**config.mk**
```make
export PLATFORM = sky130hd
export DESIGN_NAME = score_keeper_flat
export DESIGN_NICKNAME = d
export VERILOG_FILES = /design/src/rtl/pong_pkg.sv /design/src/rtl/score_keeper_if.sv /design/src/rtl/score_keeper_pause_timer.sv /design/src/rtl/score_keeper.sv /design/src/flat_wrapper.sv
export SDC_FILE = /design/constraint.sdc
export NUM_CORES = 1
export LEC_CHECK = 0
export CAP_MARGIN = 20
export CORE_ASPECT_RATIO = 0.9
export CORE_MARGIN = 2
export CORE_UTILIZATION = 58
export CTS_BUF_LIST = sky130_fd_sc_hd__clkbuf_4 sky130_fd_sc_hd__clkbuf_8 sky130_fd_sc_hd__clkbuf_16
export CTS_CLUSTER_DIAMETER = 200
export DETAILED_ROUTE_END_ITERATION = 6
export GPL_ROUTABILITY_DRIVEN = 1
export GPL_TIMING_DRIVEN = 0
export PLACE_DENSITY_LB_ADDON = 0.1
export SLEW_MARGIN = 30
export SYNTH_ARGS = -nofsm -noshare
export SYNTH_HDL_FRONTEND = slang
export SYNTH_SLANG_ARGS = --single-unit
```
**constraint.sdc**
```tcl
create_clock -name clk -period 2.9 [get_ports clk]
set_input_delay 0.435 -clock clk [delete_from_list [all_inputs] [get_ports clk]]
set_output_delay 0.435 -clock clk [all_outputs]
set_load 0.005 [all_outputs]
```
**src/rtl/pong_pkg.sv**
```systemverilog
// Shared definitions for the pong game logic: FSM states, score width and
// default game constants used by both the score keeper and display driver.
package pong_pkg;

    localparam int SCORE_W          = 4;
    localparam int WIN_SCORE_DEF    = 9;
    localparam int PAUSE_CYCLES_DEF = 2 ** 20;

    typedef enum logic [1:0] {
        IDLE      = 2'd0,
        PAUSE     = 2'd1,
        PLAY      = 2'd2,
        GAME_OVER = 2'd3
    } game_state_t;

endpackage

```
**src/rtl/score_keeper_if.sv**
```systemverilog
// Signal bundle between the game environment (ball logic, start button,
// score display) and the score keeper.
interface score_keeper_if;
    import pong_pkg::*;

    logic               point_p1;
    logic               point_p2;
    logic               start;
    logic [SCORE_W-1:0] score_p1;
    logic [SCORE_W-1:0] score_p2;
    logic               ball_hold;
    logic               serve_p2;
    logic               game_over;
    logic               winner_p2;

    // Environment side: reports points and the start button, reads game state.
    modport master (
        output point_p1, point_p2, start,
        input  score_p1, score_p2, ball_hold, serve_p2, game_over, winner_p2
    );

    // Score keeper side.
    modport slave (
        input  point_p1, point_p2, start,
        output score_p1, score_p2, ball_hold, serve_p2, game_over, winner_p2
    );

endinterface

```
**src/rtl/score_keeper_pause_timer.sv**
```systemverilog
// Loadable down-counter that times the ball hold between rallies. After a
// load it counts down to zero and then raises done for exactly one cycle.
module pause_timer #(
    parameter int PAUSE_W = 21
) (
    input  logic               clk,
    input  logic               reset_n,
    input  logic               load,
    input  logic [PAUSE_W-1:0] load_value,
    output logic               done
);

    logic [PAUSE_W-1:0] count;
    logic               running;

    // done is decoded from registers only; running drops the cycle done is seen.
    assign done = running && (count == '0);

    // Count down from the loaded value; a load always wins over expiry.
    always_ff @(posedge clk or negedge reset_n) begin
        if (!reset_n) begin
            count   <= '0;
            running <= 1'b0;
        end else if (load) begin
            count   <= load_value;
            running <= 1'b1;
        end else if (running) begin
            if (count == '0) begin
                running <= 1'b0;
            end else begin
                count <= count - 1'b1;
            end
        end
    end

endmodule

```
**src/rtl/score_keeper.sv**
```systemverilog
// Game-state controller: owns both player scores, holds the ball between
// rallies, detects the winning point and restarts the match on start.
module score_keeper
    import pong_pkg::*;
#(
    parameter int WIN_SCORE    = WIN_SCORE_DEF,
    parameter int PAUSE_CYCLES = PAUSE_CYCLES_DEF,
    parameter int PAUSE_W      = 21
) (
    input  logic          clk,
    input  logic          reset_n,
    score_keeper_if.slave bus
);

    localparam logic [SCORE_W-1:0] WIN_VAL    = SCORE_W'(WIN_SCORE);
    localparam logic [PAUSE_W-1:0] PAUSE_LOAD = PAUSE_W'(PAUSE_CYCLES - 1);

    game_state_t        state_q, state_d;
    logic [SCORE_W-1:0] score_p1_q, score_p1_d;
    logic [SCORE_W-1:0] score_p2_q, score_p2_d;
    logic               serve_q, serve_d;
    logic               winner_q, winner_d;
    logic               start_q;
    logic               start_rise;
    logic               timer_load;
    logic               timer_done;
    logic [SCORE_W-1:0] inc_p1;
    logic [SCORE_W-1:0] inc_p2;

    // start_q resets high so a button held through reset is not a press.
    assign start_rise = bus.start && !start_q;
    assign inc_p1     = score_p1_q + 1'b1;
    assign inc_p2     = score_p2_q + 1'b1;

    pause_timer #(
        .PAUSE_W(PAUSE_W)
    ) u_pause_timer (
        .clk       (clk),
        .reset_n   (reset_n),
        .load      (timer_load),
        .load_value(PAUSE_LOAD),
        .done      (timer_done)
    );

    // State, score and serve registers plus the start edge detector.
    always_ff @(posedge clk or negedge reset_n) begin
        if (!reset_n) begin
            state_q    <= IDLE;
            score_p1_q <= '0;
            score_p2_q <= '0;
            serve_q    <= 1'b0;
            winner_q   <= 1'b0;
            start_q    <= 1'b1;
        end else begin
            state_q    <= state_d;
            score_p1_q <= score_p1_d;
            score_p2_q <= score_p2_d;
            serve_q    <= serve_d;
            winner_q   <= winner_d;
            start_q    <= bus.start;
        end
    end

    // Next-state, scoring and timer-load decisions.
    always_comb begin
        state_d    = state_q;
        score_p1_d = score_p1_q;
        score_p2_d = score_p2_q;
        serve_d    = serve_q;
        winner_d   = winner_q;
        timer_load = 1'b0;

        unique case (state_q)
            IDLE: begin
                if (start_rise) begin
                    timer_load = 1'b1;
                    state_d    = PAUSE;
                end
            end

            PAUSE: begin
                if (timer_done) begin
                    state_d = PLAY;
                end
            end

            PLAY: begin
                unique case ({bus.point_p1, bus.point_p2})
                    2'b11: begin
                        // A let: nobody scores, the rally is replayed.
                        timer_load = 1'b1;
                        state_d    = PAUSE;
                    end
                    2'b10: begin
                        score_p1_d = inc_p1;
                        serve_d    = 1'b1;
                        if (inc_p1 == WIN_VAL) begin
                            winner_d = 1'b0;
                            state_d  = GAME_OVER;
                        end else begin
                            timer_load = 1'b1;
                            state_d    = PAUSE;
                        end
                    end
                    2'b01: begin
                        score_p2_d = inc_p2;
                        serve_d    = 1'b0;
                        if (inc_p2 == WIN_VAL) begin
                            winner_d = 1'b1;
                            state_d  = GAME_OVER;
                        end else begin
                            timer_load = 1'b1;
                            state_d    = PAUSE;
                        end
                    end
                    default: begin
                    end
                endcase
            end

            GAME_OVER: begin
                if (start_rise) begin
                    score_p1_d = '0;
                    score_p2_d = '0;
                    serve_d    = !winner_q;
                    timer_load = 1'b1;
                    state_d    = PAUSE;
                end
            end

            default: begin
                state_d = IDLE;
            end
        endcase
    end

    assign bus.score_p1  = score_p1_q;
    assign bus.score_p2  = score_p2_q;
    assign bus.serve_p2  = serve_q;
    assign bus.winner_p2 = winner_q;
    assign bus.ball_hold = (state_q != PLAY);
    assign bus.game_over = (state_q == GAME_OVER);

endmodule
```
**src/flat_wrapper.sv**
```systemverilog
// flat-port wrapper written by rule: the top's interface ports become plain ports
module score_keeper_flat import pong_pkg::*;
#(
    parameter int WIN_SCORE    = WIN_SCORE_DEF,
    parameter int PAUSE_CYCLES = PAUSE_CYCLES_DEF,
    parameter int PAUSE_W      = 21
)
  (clk, reset_n, bus_point_p1, bus_point_p2, bus_start, bus_score_p1, bus_score_p2, bus_ball_hold, bus_serve_p2, bus_game_over, bus_winner_p2);
  score_keeper_if bus_i ();
  input  logic clk;
  input  logic reset_n;
  input wire logic [$bits(bus_i.point_p1)-1:0] bus_point_p1;
  input wire logic [$bits(bus_i.point_p2)-1:0] bus_point_p2;
  input wire logic [$bits(bus_i.start)-1:0] bus_start;
  output wire logic [$bits(bus_i.score_p1)-1:0] bus_score_p1;
  output wire logic [$bits(bus_i.score_p2)-1:0] bus_score_p2;
  output wire logic [$bits(bus_i.ball_hold)-1:0] bus_ball_hold;
  output wire logic [$bits(bus_i.serve_p2)-1:0] bus_serve_p2;
  output wire logic [$bits(bus_i.game_over)-1:0] bus_game_over;
  output wire logic [$bits(bus_i.winner_p2)-1:0] bus_winner_p2;
  assign bus_i.point_p1 = bus_point_p1;
  assign bus_i.point_p2 = bus_point_p2;
  assign bus_i.start = bus_start;
  assign bus_score_p1 = bus_i.score_p1;
  assign bus_score_p2 = bus_i.score_p2;
  assign bus_ball_hold = bus_i.ball_hold;
  assign bus_serve_p2 = bus_i.serve_p2;
  assign bus_game_over = bus_i.game_over;
  assign bus_winner_p2 = bus_i.winner_p2;
  score_keeper #(.WIN_SCORE(WIN_SCORE), .PAUSE_CYCLES(PAUSE_CYCLES), .PAUSE_W(PAUSE_W)) u_core (.clk(clk), .reset_n(reset_n), .bus(bus_i));
endmodule
```
# Yosys cells after proc, flatten, opt, wreduce, memory -nomap -nowiden
# Index checks and enable logic that the tools add are counted.
# totals
regBits,35
# classes
addsub,3
mux,28
n_eq_ne,19
n_reduce_logical,16
# op_table
op,count
2-to-1 mux 21 bit,3
logical NOT 21 bit,1
subtractor 21 x 1 -> 21 bit (second input constant),1
one-hot mux 4 bit (2 select lines),2
!= test 2 x 1 -> 1 bit (second input constant),7
2-to-1 mux 4 bit,3
one-hot mux 2 bit (3 select lines),2
AND reduction 3 bit,4
2-to-1 mux 1 bit,9
adder 4 x 1 -> 4 bit (second input constant),2
equality test 2 bit (second input constant),4
equality test 4 bit (second input constant),2
2-to-1 mux 2 bit,4
one-hot mux 1 bit (2 select lines),4
nonzero test 2 bit,3
equality test 2 x 1 -> 1 bit (second input constant),2
!= test 2 bit (second input constant),2
!= test 4 x 3 -> 1 bit (second input constant),1
AND reduction 4 bit,1
!= test 3 x 2 -> 1 bit (second input constant),1
one-hot mux 1 bit (3 select lines),1
logical AND 1 bit,2
logical NOT 1 bit,2
logical NOT 2 bit,1
2 further kinds,2

# Depth between registers and ports, before layout
# depth
ltp_word,7
depth_mapped,8
depth_no_buf,7

# By module
# A second synthesis with hierarchy kept.
# unflattened
hier_cells,252
area_unflattened_um2,2313.5
# modules_own_cells
mod,instances,area_each_um2,cells_each
pause_timer,1,1368.8,144
score_keeper,1,944.7,108

# Worst setup path after synthesis
# No wires, ideal clock.
# synth_path
path_kind,register to register
startpoint,register u_core.u_pause_timer.count[6]
endpoint,register u_core.state_q[1]
stages_incl_launch_ff,8
required_time_ns,2.773
setup_time_ns,0.127
n_path_buf,2
t_arrival_ns,2.340
synth_period_minus_slack_ns,2.468
slack_ns,0.432
path_cell_list,dfrtp_1 > or4_1 > buf_2 > or4_4 > buf_6 > or2_1 > a21oi_2 > mux2_1
# synth_between
elab_chain_cells,4
# synth_rtl
element,line,source
start: declaration,score_keeper_pause_timer.sv:13,logic [PAUSE_W-1:0] count;
start signal: assignment,score_keeper_pause_timer.sv:25,count <= load_value;
start signal: assignment,score_keeper_pause_timer.sv:31,count <= count - 1'b1;
logical NOT 21 bit,score_keeper_pause_timer.sv:17,assign done = running && (count == '0);
logical AND 1 bit,score_keeper_pause_timer.sv:17,
!= test 2 x 1 -> 1 bit (no line),-,
AND reduction 3 bit (no line),-,
end signal: assignment,score_keeper.sv:55,state_q <= state_d;
end: declaration,score_keeper.sv:18,"game_state_t state_q, state_d;"
# No other way between the ends.
# A chain may end at the register's enable or synchronous reset.

# Final worst setup path
# layout_path
startpoint,register u_core.state_q[0]
endpoint,output port bus_ball_hold
# layout_between
elab_chain_cells,1
# layout_rtl
element,line,source
!= test 2 bit,score_keeper.sv:141,assign bus.ball_hold = (state_q != PLAY);
end: declaration,flat_wrapper.sv:17,output wire logic [$bits(bus_i.ball_hold)-1:0] bus_ball_hold;
# No other way between the ends.

==> out/results.ini <==
[status]
outcome = completed

[layout]
drive_gt1_share_pct = 8.43
final_util_pct = 71.7
nets = 278
final_cell_area_um2 = 2480
diodes = 0
areaGrowthSynthToFinish_pct = 15.5

[power_and_ir_drop]
power.share.switching_pct = 32.9
power_switching_w = 0.000446
ir_drop_mv = 0.405
combPwrFrac_pct = 28.6
internal_power_w = 0.000910
p_leak_nw = 0.917
powerDensity_nw_per_um2 = 547
clkPwrFrac_pct = 26.9
seqPwrFrac_pct = 44.5

[timing]
fin_crit_ns = 2.71
tightest_slew_ns = 0.679
hold_violations = 0
relSlewSlack_pct = 54.3
final-max-slew-violation-count = 0
skew_ns = 0.00832
max_clock_freq_mhz = 369
rsz0062_at_grt = false
finalSetupViolCount = 0
finalCritPeriodShare_pct = 93.3

[synth]
async_flop_share_pct = 100
yosys-top-cells-area = dfrtp_1, ha_1, nand2_1
seq_area_frac_synth_pct = 40.9
synthesis.area_um2 = 2140
synth_cells = 237
synth_cell_types = 54
synthFlopType = dfrtp_1
synth_top_area_share_pct = 39.7
yosysWarnings = 0
synth_edf_count = 0
yosys_register_bits = 35
yosys.area.top_type = dfrtp_1
syn_avg_cell_area_um2 = 9.05
syn-num-nets = 254

[grt]
grt_pass1_vias = 1556
grt_max_degree = 19
grtUsageTotal_pct = 24.4
antenna_found_initial = 0
overflow = 0
grt_pass1_wl_um = 7320

[routing]
drt_iter0_markers = 112
antenna_left = 0
wl_um = 4700
dr.pass1.iters = 4
vias_per_cell = 5.79
wl_per_cell_um = 15.4
drc = 0
vias = 1765

[critical_path]
crit_path_end_kind = output port
required_ns = 2.47
crit_fanout = 10
crit_type = reg2out
crit_arrival_ns = 2.27
start_kind = flip-flop

[die]
initial_core_util_pct = 62.1
die-area_um2 = 4200
die_w_um = 68.1
dieHeight_um = 61.7
coreArea_um2 = 3450
row_count = 20
num_io_pins = 17

[min_path]
hold_path_class = in2async

[clock_network]
clk_latency_ns = 0.29
cts_buffer_depth = 2
cts_max_level = 2
cts.reportedPaths.clkPinSlew_ns = 0.07
root_buffer = clkbuf_8
clkSinkCount = 35
cts_tree = built
cts_buffers = 5
ctsResizeCount = 0
hold_buffers = 0
cts_setup_buffers = 0

[placement]
detailed_place_hpwl_um = 3370
place_congestion = 0.818
placed_area_um2 = 2380
numPortBuffers = 16

[run]
drv_cap = 0

cell families after synthesis:
kind of cell               after synthesis  synth area share (%)
and+or+nand+nor                         95                  23.8
AOI/OAI and AO/OA                       53                  15.4
DFF                                     35                  40.9
buffers and inverters                   22                  4.26
xor gates and xnor gates                14                  5.72
adders and majority gates               12                  7.00
muxes                                    6                  2.92
layout make-up:
| class | instances | area [µm²] |
|---|---|---|
| multi-input cells | 180 | 1180 |
| fillers | 261 | 976 |
| flip-flops and latches | 35 | 877 |
| repair buffers | 17 | 183 |
| clock buffers | 6 | 82.6 |
| well taps | 44 | 55.1 |
| inverters | 13 | 48.8 |
| plain buffers | 9 | 42.5 |
| clock inverters | 1 | 5.00 |
cell usage after synthesis (all sizes together), types with 2 or more instances:
cell     n
and2     3
nand3b   2
ha      12
mux2     2
dfrtp   34
nor2b    4
a22o     2
clkbuf   7
mux2i    4
a21oi    9
or3      4
or2      5
nand2   33
o21ai   25
nand4    2
nor3     6
o211ai   2
xnor2    4
buf      2
inv     13
a31oi    2
nor4     5
nor2    10
o21bai   2
or4      5
xor2    10
nand3    8
state kept, by name, indices dropped and copies added, names as in the netlist:
name and count:
u_core.u_pause_timer.count 21, u_core.bus.score_p1 4, u_core.bus.score_p2 4, u_core.state_q 2, u_core.bus.serve_p2 1, u_core.bus.winner_p2 1
u_core.start_q 1, u_core.u_pause_timer.running 1
path summary, 6_finish.rpt:
kind / slack, ns / cells past startpoint / startpoint / end
worst max-delay path: 0.19 / 6 / u_core.state_q[0] / bus_ball_hold
worst min-delay path: 0.08 / 1 / reset_n / u_core.u_pause_timer.count[5]
worst max register to register: 0.32 / 7 / u_core.u_pause_timer.count[3] / u_core.state_q[1]
worst min register to register: 0.51 / 1 / u_core.bus.serve_p2 / u_core.bus.serve_p2
max in group asynchronous: 2.30 / 2 / reset_n / u_core.start_q
min in group clk: 0.51 / 1 / u_core.bus.serve_p2 / u_core.bus.serve_p2
layer usage:
layer  global-route usage, %  share of wire (%)  vias up
met2                    35.2                 45       35
met5                       0                  0        -
met1                    34.8                 50      835
met4                    8.57                1.1        0
li1                        -                  -      889
met3                    7.31                4.2        6
stage by stage:
stage                     setup WS (ns)  cells  hold WS, ns  TNS [ns]  power, W
after global routing            0.00553    305        0.116         0   0.00143
final                             0.194    305       0.0793         0   0.00136
after detailed placement         -0.121    298        0.416    -0.833  0.000993
after floorplan                   0.432    237        0.139         0  0.000868
after global placement          -0.0784    297        0.495    -0.272  0.000978
after CTS                         0.180    305       0.0989         0   0.00135
cell usage in the layout, fill, tap and decap left out, types with 2 or more instances in the layout:
cell type and n:
mux2i_1 4, clkbuf_8 6, nand3b_1 2, or2_2 4, a22o_1 2, clkdlybuf4s50_1 15, nand2_1 33, dfrtp_1 34
ha_1 12, buf_2 2, or4_1 4, a31oi_1 2, or3_1 4, nor2b_1 4, nor2_1 10, nand4_1 2
o211ai_1 2, o21bai_1 2, clkbuf_1 6, xnor2_1 4, and2_1 3, xor2_1 10, a21oi_1 8, nor4_1 5
o21ai_0 24, nand3_1 8, inv_1 13, nor3_1 5
power by group through the flow:
stage                     clock [W]  sequential [W]  combinational [W]
after floorplan                   0        0.000600           0.000268
after CTS                  0.000367        0.000603           0.000384
after global placement            0        0.000610           0.000368
after global routing       0.000390        0.000612           0.000433
final                      0.000365        0.000603           0.000387
after detailed placement          0        0.000611           0.000382
worst max-delay path, stage by stage (launching register included):
cell and delay, ns:
dfrtp_1 0.42, inv_1 0.07, ha_1 0.13, clkbuf_1 0.24, clkbuf_1 0.42, inv_1 0.21, clkdlybuf4s50_1 0.49
Power figures use the tool's default switching activity.
